$ cat config.mk
export PLATFORM = sky130hd
export DESIGN_NAME = cnn_layer_sequencer
export DESIGN_NICKNAME = d
export VERILOG_FILES = /design/src/rtl/cnn_layer_sequencer.sv
export SDC_FILE = /design/constraint.sdc
export NUM_CORES = 1
export LEC_CHECK = 0
export CORE_ASPECT_RATIO = 2
export CORE_UTILIZATION = 42
export DETAILED_ROUTE_END_ITERATION = 10
export GPL_TIMING_DRIVEN = 0
export PLACE_DENSITY = 0.71
export SYNTH_ARGS = -nofsm -noshare
export SYNTH_HDL_FRONTEND = slang
export SYNTH_SLANG_ARGS = --single-unit
$ cat constraint.sdc
create_clock -name clk -period 3.7 [get_ports clk]
set_input_delay 0.37 -clock clk [delete_from_list [all_inputs] [get_ports clk]]
set_output_delay 0.37 -clock clk [all_outputs]
set_load 0.03 [all_outputs]
$ cat src/rtl/cnn_layer_sequencer.sv
// Layer sequencer: time-multiplexes one convolution engine across the CNN layer chain.
// Optional watchdog on the engine wait is enabled by defining CNN_SEQ_TIMEOUT_EN.
module cnn_layer_sequencer #(
    parameter int                    NUM_LAYERS          = 5,
    parameter int                    LAYER_IDX_W         = 3,
    parameter int                    MAX_IMAGE_SIZE_LOG2 = 9,
    parameter logic [NUM_LAYERS-1:0] STRIDE2_MASK        = 5'b00010,
    parameter int                    TIMEOUT_CYCLES      = 65535
) (
    input  logic                           clk,
    input  logic                           rst,
    input  logic                           size_detection_done,
    input  logic [MAX_IMAGE_SIZE_LOG2:0]   image_size,
    input  logic                           abort,
    output logic                           eng_start,
    output logic [LAYER_IDX_W-1:0]         eng_layer,
    output logic [MAX_IMAGE_SIZE_LOG2:0]   eng_in_size,
    output logic [MAX_IMAGE_SIZE_LOG2:0]   eng_out_size,
    output logic                           eng_stride2,
    output logic                           eng_src_buf,
    input  logic                           eng_done,
    output logic                           features_valid,
    output logic                           final_buf,
    input  logic                           features_ack,
    output logic                           busy,
    output logic                           error
);
    localparam int SW     = MAX_IMAGE_SIZE_LOG2 + 1;
    localparam int NL_EXT = 1 << LAYER_IDX_W;
    localparam logic [SW-1:0]          MAX_SIZE   = SW'(1) << MAX_IMAGE_SIZE_LOG2;
    localparam logic [NL_EXT-1:0]      MASK_EXT   = NL_EXT'(STRIDE2_MASK);
    localparam logic [LAYER_IDX_W-1:0] LAST_LAYER = LAYER_IDX_W'(NUM_LAYERS - 1);

    typedef enum logic [2:0] {IDLE, ISSUE, WAIT, DONE, ERR} state_t;

    state_t                   state, state_nx;
    logic                     size_ok;
    logic                     last_layer;
    logic                     timeout;
    logic [LAYER_IDX_W-1:0]   next_layer;
    logic                     next_stride2;

    // Ceiling halving for stride-2 layers; never yields 0 for a nonzero input.
    function automatic logic [SW-1:0] out_size_f(input logic [SW-1:0] s, input logic st);
        logic [SW:0] sum;
        sum = {1'b0, s} + 1'b1;
        return st ? sum[SW:1] : s;
    endfunction

    assign size_ok      = (image_size != '0) && (image_size <= MAX_SIZE);
    assign last_layer   = (eng_layer == LAST_LAYER);
    assign next_layer   = eng_layer + 1'b1;
    assign next_stride2 = MASK_EXT[next_layer];

`ifdef CNN_SEQ_TIMEOUT_EN
    localparam int CNT_W = $clog2(TIMEOUT_CYCLES + 1);
    logic [CNT_W-1:0] wait_cnt;

    // wait_cnt holds the number of WAIT cycles already elapsed in this layer.
    always_ff @(posedge clk) begin
        if (rst)                wait_cnt <= '0;
        else if (state == ISSUE) wait_cnt <= '0;
        else if (state == WAIT)  wait_cnt <= wait_cnt + 1'b1;
    end

    assign timeout = (state == WAIT) && (wait_cnt == CNT_W'(TIMEOUT_CYCLES - 1));
`else
    logic timeout_unused;
    assign timeout_unused = |32'(TIMEOUT_CYCLES);
    assign timeout        = 1'b0;
`endif

    always_ff @(posedge clk) begin
        if (rst) state <= IDLE;
        else     state <= state_nx;
    end

    always_comb begin
        state_nx = state;
        case (state)
            IDLE:    if (size_detection_done) state_nx = size_ok ? ISSUE : ERR;
            ISSUE:   state_nx = WAIT;
            WAIT: begin
                if (eng_done)     state_nx = last_layer ? DONE : ISSUE;
                else if (timeout) state_nx = ERR;
            end
            DONE:    if (features_ack) state_nx = IDLE;
            ERR:     state_nx = ERR;
            default: state_nx = IDLE;
        endcase
        if (abort) state_nx = IDLE;
    end

    // Engine command registers: loaded on entry to ISSUE, held through WAIT.
    always_ff @(posedge clk) begin
        if (rst) begin
            eng_layer    <= '0;
            eng_in_size  <= '0;
            eng_out_size <= '0;
            eng_stride2  <= 1'b0;
            eng_src_buf  <= 1'b0;
            final_buf    <= 1'b0;
        end else if (!abort) begin
            if (state == IDLE && size_detection_done && size_ok) begin
                eng_layer    <= '0;
                eng_in_size  <= image_size;
                eng_stride2  <= MASK_EXT[0];
                eng_out_size <= out_size_f(image_size, MASK_EXT[0]);
                eng_src_buf  <= 1'b0;
            end else if (state == WAIT && eng_done) begin
                if (last_layer) begin
                    final_buf <= ~eng_src_buf;
                end else begin
                    eng_layer    <= next_layer;
                    eng_in_size  <= eng_out_size;
                    eng_stride2  <= next_stride2;
                    eng_out_size <= out_size_f(eng_out_size, next_stride2);
                    eng_src_buf  <= ~eng_src_buf;
                end
            end
        end
    end

    assign eng_start      = (state == ISSUE);
    assign features_valid = (state == DONE);
    assign busy           = (state != IDLE);
    assign error          = (state == ERR);

endmodule

==> key figures, run 1 <==
Status
  – Status: complete, but fails checks
  – Failing checks: design-rule violations

CTS
  – # hold bufs at CTS: 0
  – CTS resizes: 0
  – H-tree depth: 2
  – Root Driver: clkbuf_8
  – TritonCTS Buffers: 5
  – TritonCTS clock tree: done
  – Clock slew at reported path FFs: 0.07 ns
  – # clock sinks: 29
  – Longest Clk Path Bufs: 2
  – Setup bufs post-CTS: 0
  – Skew-Pair Late Insertion Delay: 0.28 ns

Floorplanning
  – Row Count: 32
  – Die width: 46.6 um
  – Initial core utilization: 0.434
  – Core ar.: 3840 sq um
  – Die Area: 4240 sq um
  – Die H: 91.1 um
  – Num ports: 46

STA
  – Worst-Margin Slew: 0.679 ns
  – Clock Skews: 0.00491 ns
  – Tmin final: 2.73 ns
  – Max Clock Freq: 366 MHz
  – Worst setup margin: 0.968 ns
  – Final Max Tran Viols: 0
  – RSZ-0062 raised after global routing: false
  – Final hold vios: 0
  – Slew headroom: 0.547
  – Post-route setup TNS: 0 ns
  – Tcrit/Tclk final: 0.738
  – Count of final setup violators: 0

Place
  – Placer Congestion: 0.922
  – PortBufs: 45
  – Dpl hpwl: 3760 um
  – Placed inst area: 2180 sq um
  – Place WS: 0.743 ns
  – Placed cells: 290

Setup path
  – Worst reg2reg setup slack: 1.42 ns
  – Slowest Stage Delay on Critical Path: 0.60 ns
  – CP Data Required Time: 3.85 ns
  – RR Startpoint: state[2]$_SDFFE_PP0P_
  – Startpoint class of the critical path: primary input
  – Worst Setup End Kind: flip-flop
  – Crit path max fanout: 7
  – CP max-delay cell: a21oi_1
  – Cell count of the worst reg-to-reg path: 6
  – Crit-path cells: clkdlybuf4s50_1 > or4_4 > o31ai_4 > nand3_2 > a21oi_1 > o22ai_1
  – Worst setup path startpoint: image_size[1]
  – Crit path kind: in -> reg
  – Worst EP arrival: 2.88 ns
  – R2r endpoint: eng_out_size[8]$_SDFFE_PP0P_

Pwr
  – Sequential share of power: 0.384
  – Pint: 645 uW
  – Peak supply drop: 0.320 mV
  – Pleak: 0.000832 uW
  – Switching share of power: 0.248
  – Reported net switching power: 213 uW
  – Clock Power Share: 0.466
  – Gate power share: 0.151
  – Total Power: 857 uW
  – Power Dens Cells: 370 nW/um^2

GRT
  – Initial antenna violation count: 0
  – Global route total overflow: 0
  – First-pass GRT wire length: 7720 um
  – GRT Total Usage: 0.252
  – Vias in the first global route: 1612
  – Largest net degree at the start of global routing: 11

Final layout
  – Final Cell Area: 2320 sq um
  – Number of diodes: 0
  – Area delta synth->final: 38.9%
  – Share of layout cells above drive strength 1: 0.138
  – Nets: 265
  – Final std cells w/o fill: 298

Logic synthesis
  – Synth top area cells: dfxtp_1, o221a_2, mux2i_1
  – Top FF cell, synth: dfxtp_1
  – Area leader, netlist: dfxtp_1
  – Syn Inst Count: 194
  – FF+latch count, synth: 29
  – Yosys top cell area share: 0.348
  – Post-synth EDFFs: 0
  – Mapped Avg Cell Area: 8.60 sq um
  – Mapped Nets: 213
  – Cell variety after synth: 44
  – Synthesized area: 1670 sq um
  – Sequential fraction of the synthesis area: 0.348
  – Ys async rst share: 0
  – Syn. warnings: 0

Run
  – Max-Cap Viols: 0

Drt
  – DRC errors left: 1
  – DR pass1 iterations: 7
  – Wire per inst: 17.0 um
  – Initial DRC count: 60
  – Antenna viol nets, final: 0
  – Vias per cell: 5.82
  – Total wire length: 5080 um
  – Routed via count: 1733

Worst hold path
  – Hold Path Class: reg -> reg
  – Hold EP: eng_in_size[9]$_SDFFE_PP0P_
  – Min-Delay Path Depth: 2
  – Hold Path Origin: eng_in_size[9]$_SDFFE_PP0P_
## registers in the layout (all words and copies together) (netlist names)
name,count
eng_out_size,10
final_buf,1
state,3
eng_src_buf,1
eng_layer,3
eng_stride2,1
eng_in_size,10
## worst max-delay path, delay by kind of cell
kind	cells	cell delay, ns
compound gates	3	1.19
simple gates	2	0.81
buf+inv	1	0.51
## cells in the final DEF (no fill, tap or decap), drive strengths merged, types with 4 or more instances in the layout
| cell type | n |
|---|---|
| nand3 | 10 |
| clkbuf | 12 |
| o22ai | 7 |
| nor2 | 13 |
| clkdlybuf4s50 | 45 |
| nor3 | 5 |
| inv | 15 |
| xnor2 | 7 |
| a21oi | 17 |
| nand2 | 21 |
| mux2i | 9 |
| nand4 | 4 |
| dfxtp | 29 |
| a211oi | 4 |
| o221a | 9 |
## worst max path at each step
stage	depth (start not counted)	end
2_1_floorplan	7	eng_in_size[0]$_SDFFE_PP0P_
3_3_place_gp	7	eng_out_size[2]$_SDFFE_PP0P_
3_5_place_dp	6	eng_out_size[8]$_SDFFE_PP0P_
4_1_cts	6	eng_out_size[8]$_SDFFE_PP0P_
5_1_grt	6	eng_out_size[8]$_SDFFE_PP0P_
6_report	6	eng_out_size[8]$_SDFFE_PP0P_
## synthesized netlist by cell type, types with 3 or more instances
library cell	count
nand3_1	9
inv_1	15
a21oi_1	16
nor3_1	5
nand2_1	20
dfxtp_1	29
ha_1	3
o221a_2	9
or3_1	3
mux2i_1	9
o32ai_1	3
xnor2_1	7
nor2_1	13
o22ai_1	7
clkbuf_1	7
nand4_1	4
## layout make-up
| class | instances | area [sq um] |
|---|---|---|
| buffer | 10 | 56.3 |
| clock buffer | 5 | 68.8 |
| clock inverter | 3 | 65.1 |
| fill | 369 | 1530 |
| inverter | 15 | 56.3 |
| multi-input combinational | 140 | 975 |
| sequential | 29 | 581 |
| tap | 51 | 63.8 |
| timing repair buffer | 45 | 450 |
## logic make-up after synthesis
| group | synth area share |
|---|---|
| simple gates | 0.214 |
| compound gates | 0.252 |
| flops | 0.348 |
| buf+inv | 0.0675 |
| mux | 0.0540 |
| xor+xnor | 0.0420 |
| fa+ha+maj | 0.0225 |
## power by group through the flow
| stage | Sequential [uW] | Combinational (uW) | Clock [uW] |
|---|---|---|---|
| after detailed placement | 336 | 127 | 0 |
| after global placement | 336 | 127 | 0 |
| after CTS | 329 | 128 | 403 |
| after floorplan | 349 | 58.1 | 0 |
| final | 329 | 129 | 399 |
| after global routing | 330 | 136 | 411 |
## per-layer routing
layer | up-vias | wire (um) | track usage
met5 | - | 0 | 0
met4 | 0 | 274 | 0.164
met3 | 21 | 248 | 0.0477
met2 | 78 | 2700 | 0.431
met1 | 812 | 1850 | 0.253
li1 | 822 | - | -
## stage by stage
step / util / hold WS (ns)
6_report: 0.603 / 0.466
5_1_grt: 0.603 / 0.522
4_1_cts: 0.603 / 0.467
3_5_place_dp: 0.568 / 0.459
3_3_place_gp: 0.568 / 0.453
2_1_floorplan: - / 0.487
Power figures use the tool's default switching activity.
==> run 2: changes to the inputs <==
- PLACE_DENSITY: 0.71 -> 0.74
- clock period: 3.7 -> 2.4 ns (I/O delays scaled with it)
==> key figures, run 2 (synthesis results as in run 1) <==
Run
  – Max-Cap Viols: 0 (unchanged)

STA
  – Tmin final: 2.35 ns
  – Tcrit/Tclk final: 0.977
  – Max Clock Freq: 426 MHz
  – Final Max Tran Viols: 0 (unchanged)
  – Worst-Margin Slew: 0.620 ns (-0.0595 ns)
  – Count of final setup violators: 0 (unchanged)
  – Slew headroom: 0.585 (+0.0381)
  – Clock Skews: 0.00222 ns (-0.00269 ns)
  – RSZ-0062 raised after global routing: false
  – Final hold vios: 0 (unchanged)

CTS
  – # hold bufs at CTS: 0 (unchanged)
  – Skew-Pair Late Insertion Delay: 0.28 ns (about the same)
  – TritonCTS clock tree: done
  – H-tree depth: 2 (unchanged)
  – Clock slew at reported path FFs: 0.06 ns (about the same)
  – # clock sinks: 29 (unchanged)
  – TritonCTS Buffers: 5 (unchanged)
  – Longest Clk Path Bufs: 2 (unchanged)
  – Root Driver: clkbuf_8

Final layout
  – Filler instances: 370 (+0.27%)
  – Regs by FF count: eng_in_size x10, eng_out_size x10
  – Share of layout cells above drive strength 1: 0.146 (+0.00810)
  – Final std cells w/o fill: 298 (unchanged)
  – Area delta synth->final: 38.7%
  – Commonest non-fill, non-tap cell in the layout: clkdlybuf4s50_1
  – Nets: 265 (unchanged)
  – Most frequent cells in the layout: clkdlybuf4s50_1, dfxtp_1, nand2_1
  – Number of diodes: 0 (unchanged)
  – Fin util: 0.602 (-0.000651)

Drt
  – Wire per inst: 16.6 um (-2.8%)
  – DR pass1 iterations: 4 (-3)
  – DRC errors left: 0 (-1)
  – Routed via count: 1725 (-0.46%)
  – Initial DRC count: 54 (-10%)
  – Vias per cell: 5.79 (-0.46%)
  – Antenna viol nets, final: 0 (unchanged)
  – Total wire length: 4930 um (-2.8%)

Setup path
  – CP Data Required Time: 2.57 ns (-1.28 ns)
  – Slowest Stage Delay on Critical Path: 0.49 ns (-0.11 ns)
  – Worst Setup End Kind: flip-flop
  – Crit path max fanout: 10 (+3)
  – Worst EP arrival: 2.52 ns (-0.36 ns)
  – Crit path kind: in -> reg
  – Crit-path cells: clkdlybuf4s50_1 > or4_4 > or4_4 > buf_6 > nand3_4 > a21oi_4 > buf_4 > o221a_2
  – Crit-path most repeated cell: or4_4
  – CP max-delay cell: or4_4
  – Startpoint class of the critical path: primary input

Worst hold path
  – Hold Path Class: in -> reg

Pwr
  – Peak supply drop: 0.393 mV (+23%)
  – Power Dens Cells: 503 nW/um^2 (+36%)
  – Pleak: 0.000823 uW (-1.1%)

Floorplanning
  – Core ar.: 3840 sq um (unchanged)
  – Die Area: 4240 sq um (unchanged)
  – Row Count: 32 (unchanged)
  – Die H: 91.1 um (unchanged)
  – Initial core utilization: 0.434 (unchanged)
  – Num ports: 46 (unchanged)
  – Die width: 46.6 um (unchanged)

GRT
  – GRT Total Usage: 0.251 (-0.00132)
  – Initial antenna violation count: 0 (unchanged)
  – Global route total overflow: 0 (unchanged)
  – First-pass GRT wire length: 7770 um (+0.62%)
  – Largest net degree at the start of global routing: 11 (unchanged)
  – Vias in the first global route: 1661 (+3.0%)

Place
  – Placer Congestion: 0.930 (+0.89%)
  – Dpl hpwl: 3700 um (-1.6%)
  – Placed cells: 290 (unchanged)
  – PortBufs: 45 (unchanged)

Status
  – Status: completed
==> run 2: changes by cell type in the layout (fill, tap and decap cells not counted), sizes merged <==
cell	change
dlygate4sd2	+3
clkbuf	+2
clkdlybuf4s50	-3
bufinv	-2
==> run 2: worst paths after layout <==
kind / slack (ns) / cells after the start / to / startpoint
worst max-delay path: 0.05 / 8 / eng_in_size[0]$_SDFFE_PP0P_ / image_size[7]
worst max register to register: 0.22 / 7 / eng_in_size[9]$_SDFFE_PP0P_ / state[2]$_SDFFE_PP0P_
worst min-delay path: 0.46 / 2 / eng_in_size[0]$_SDFFE_PP0P_ / image_size[0]
worst min register to register: 0.47 / 2 / eng_in_size[9]$_SDFFE_PP0P_ / eng_in_size[9]$_SDFFE_PP0P_
==> run 2: stage by stage <==
stage	hold WS, ns	TNS (ns)	total power [uW]	cell area (sq um)	setup slack (ns)
after global routing	0.463	0	1200	2310	0.0162
after detailed placement	0.474	-8.34	714	2180	-0.384
after CTS	0.453	0	1160	2300	0.0662
after floorplan	0.357	0	628	1670	0.264
final	0.456	0	1160	2310	0.0543
after global placement	0.463	-8.22	713	2180	-0.388
==> run 2: worst max-delay path: cells and delay by family <==
family	cells	cell delay, ns
AO/OA/AOI/OAI	2	0.34
buffers and inverters	3	0.83
AND/OR/NAND/NOR	3	1.10
==> run 2: layer usage <==
layer | wire, um | track usage | vias up
li1 | - | - | 832
met1 | 1770 | 0.256 | 807
met2 | 2660 | 0.413 | 66
met3 | 221 | 0.0477 | 20
met4 | 285 | 0.186 | 0
met5 | 0 | 0 | -
==> run 2: area by class of cell <==
class / count / area, sq um / area share
timing repair buffer: 45 / 447 / 0.193
multi-input combinational: 140 / 1010 / 0.436
tap: 51 / 63.8 / 0.0276
clock inverter: 1 / 5.00 / 0.00216
inverter: 15 / 56.3 / 0.0243
buffer: 10 / 56.3 / 0.0243
clock buffer: 7 / 96.3 / 0.0416
sequential: 29 / 581 / 0.251
==> run 2: where the power goes <==
part / leakage (uW) / switching (uW) / total (uW) / internal (uW)
clock: 0.0000542 / 195 / 454 / 259
sequential: 0.000235 / 11.9 / 507 / 495
combinational: 0.000534 / 116 / 202 / 86.3
total: 0.000823 / 323 / 1160 / 840
==> run 2: timing repair <==
item	in CTS	in global routing
pin swaps	1	0
gates resized for setup	6	3
setup buffers	0	0
endpoints found under the setup margin	20	3
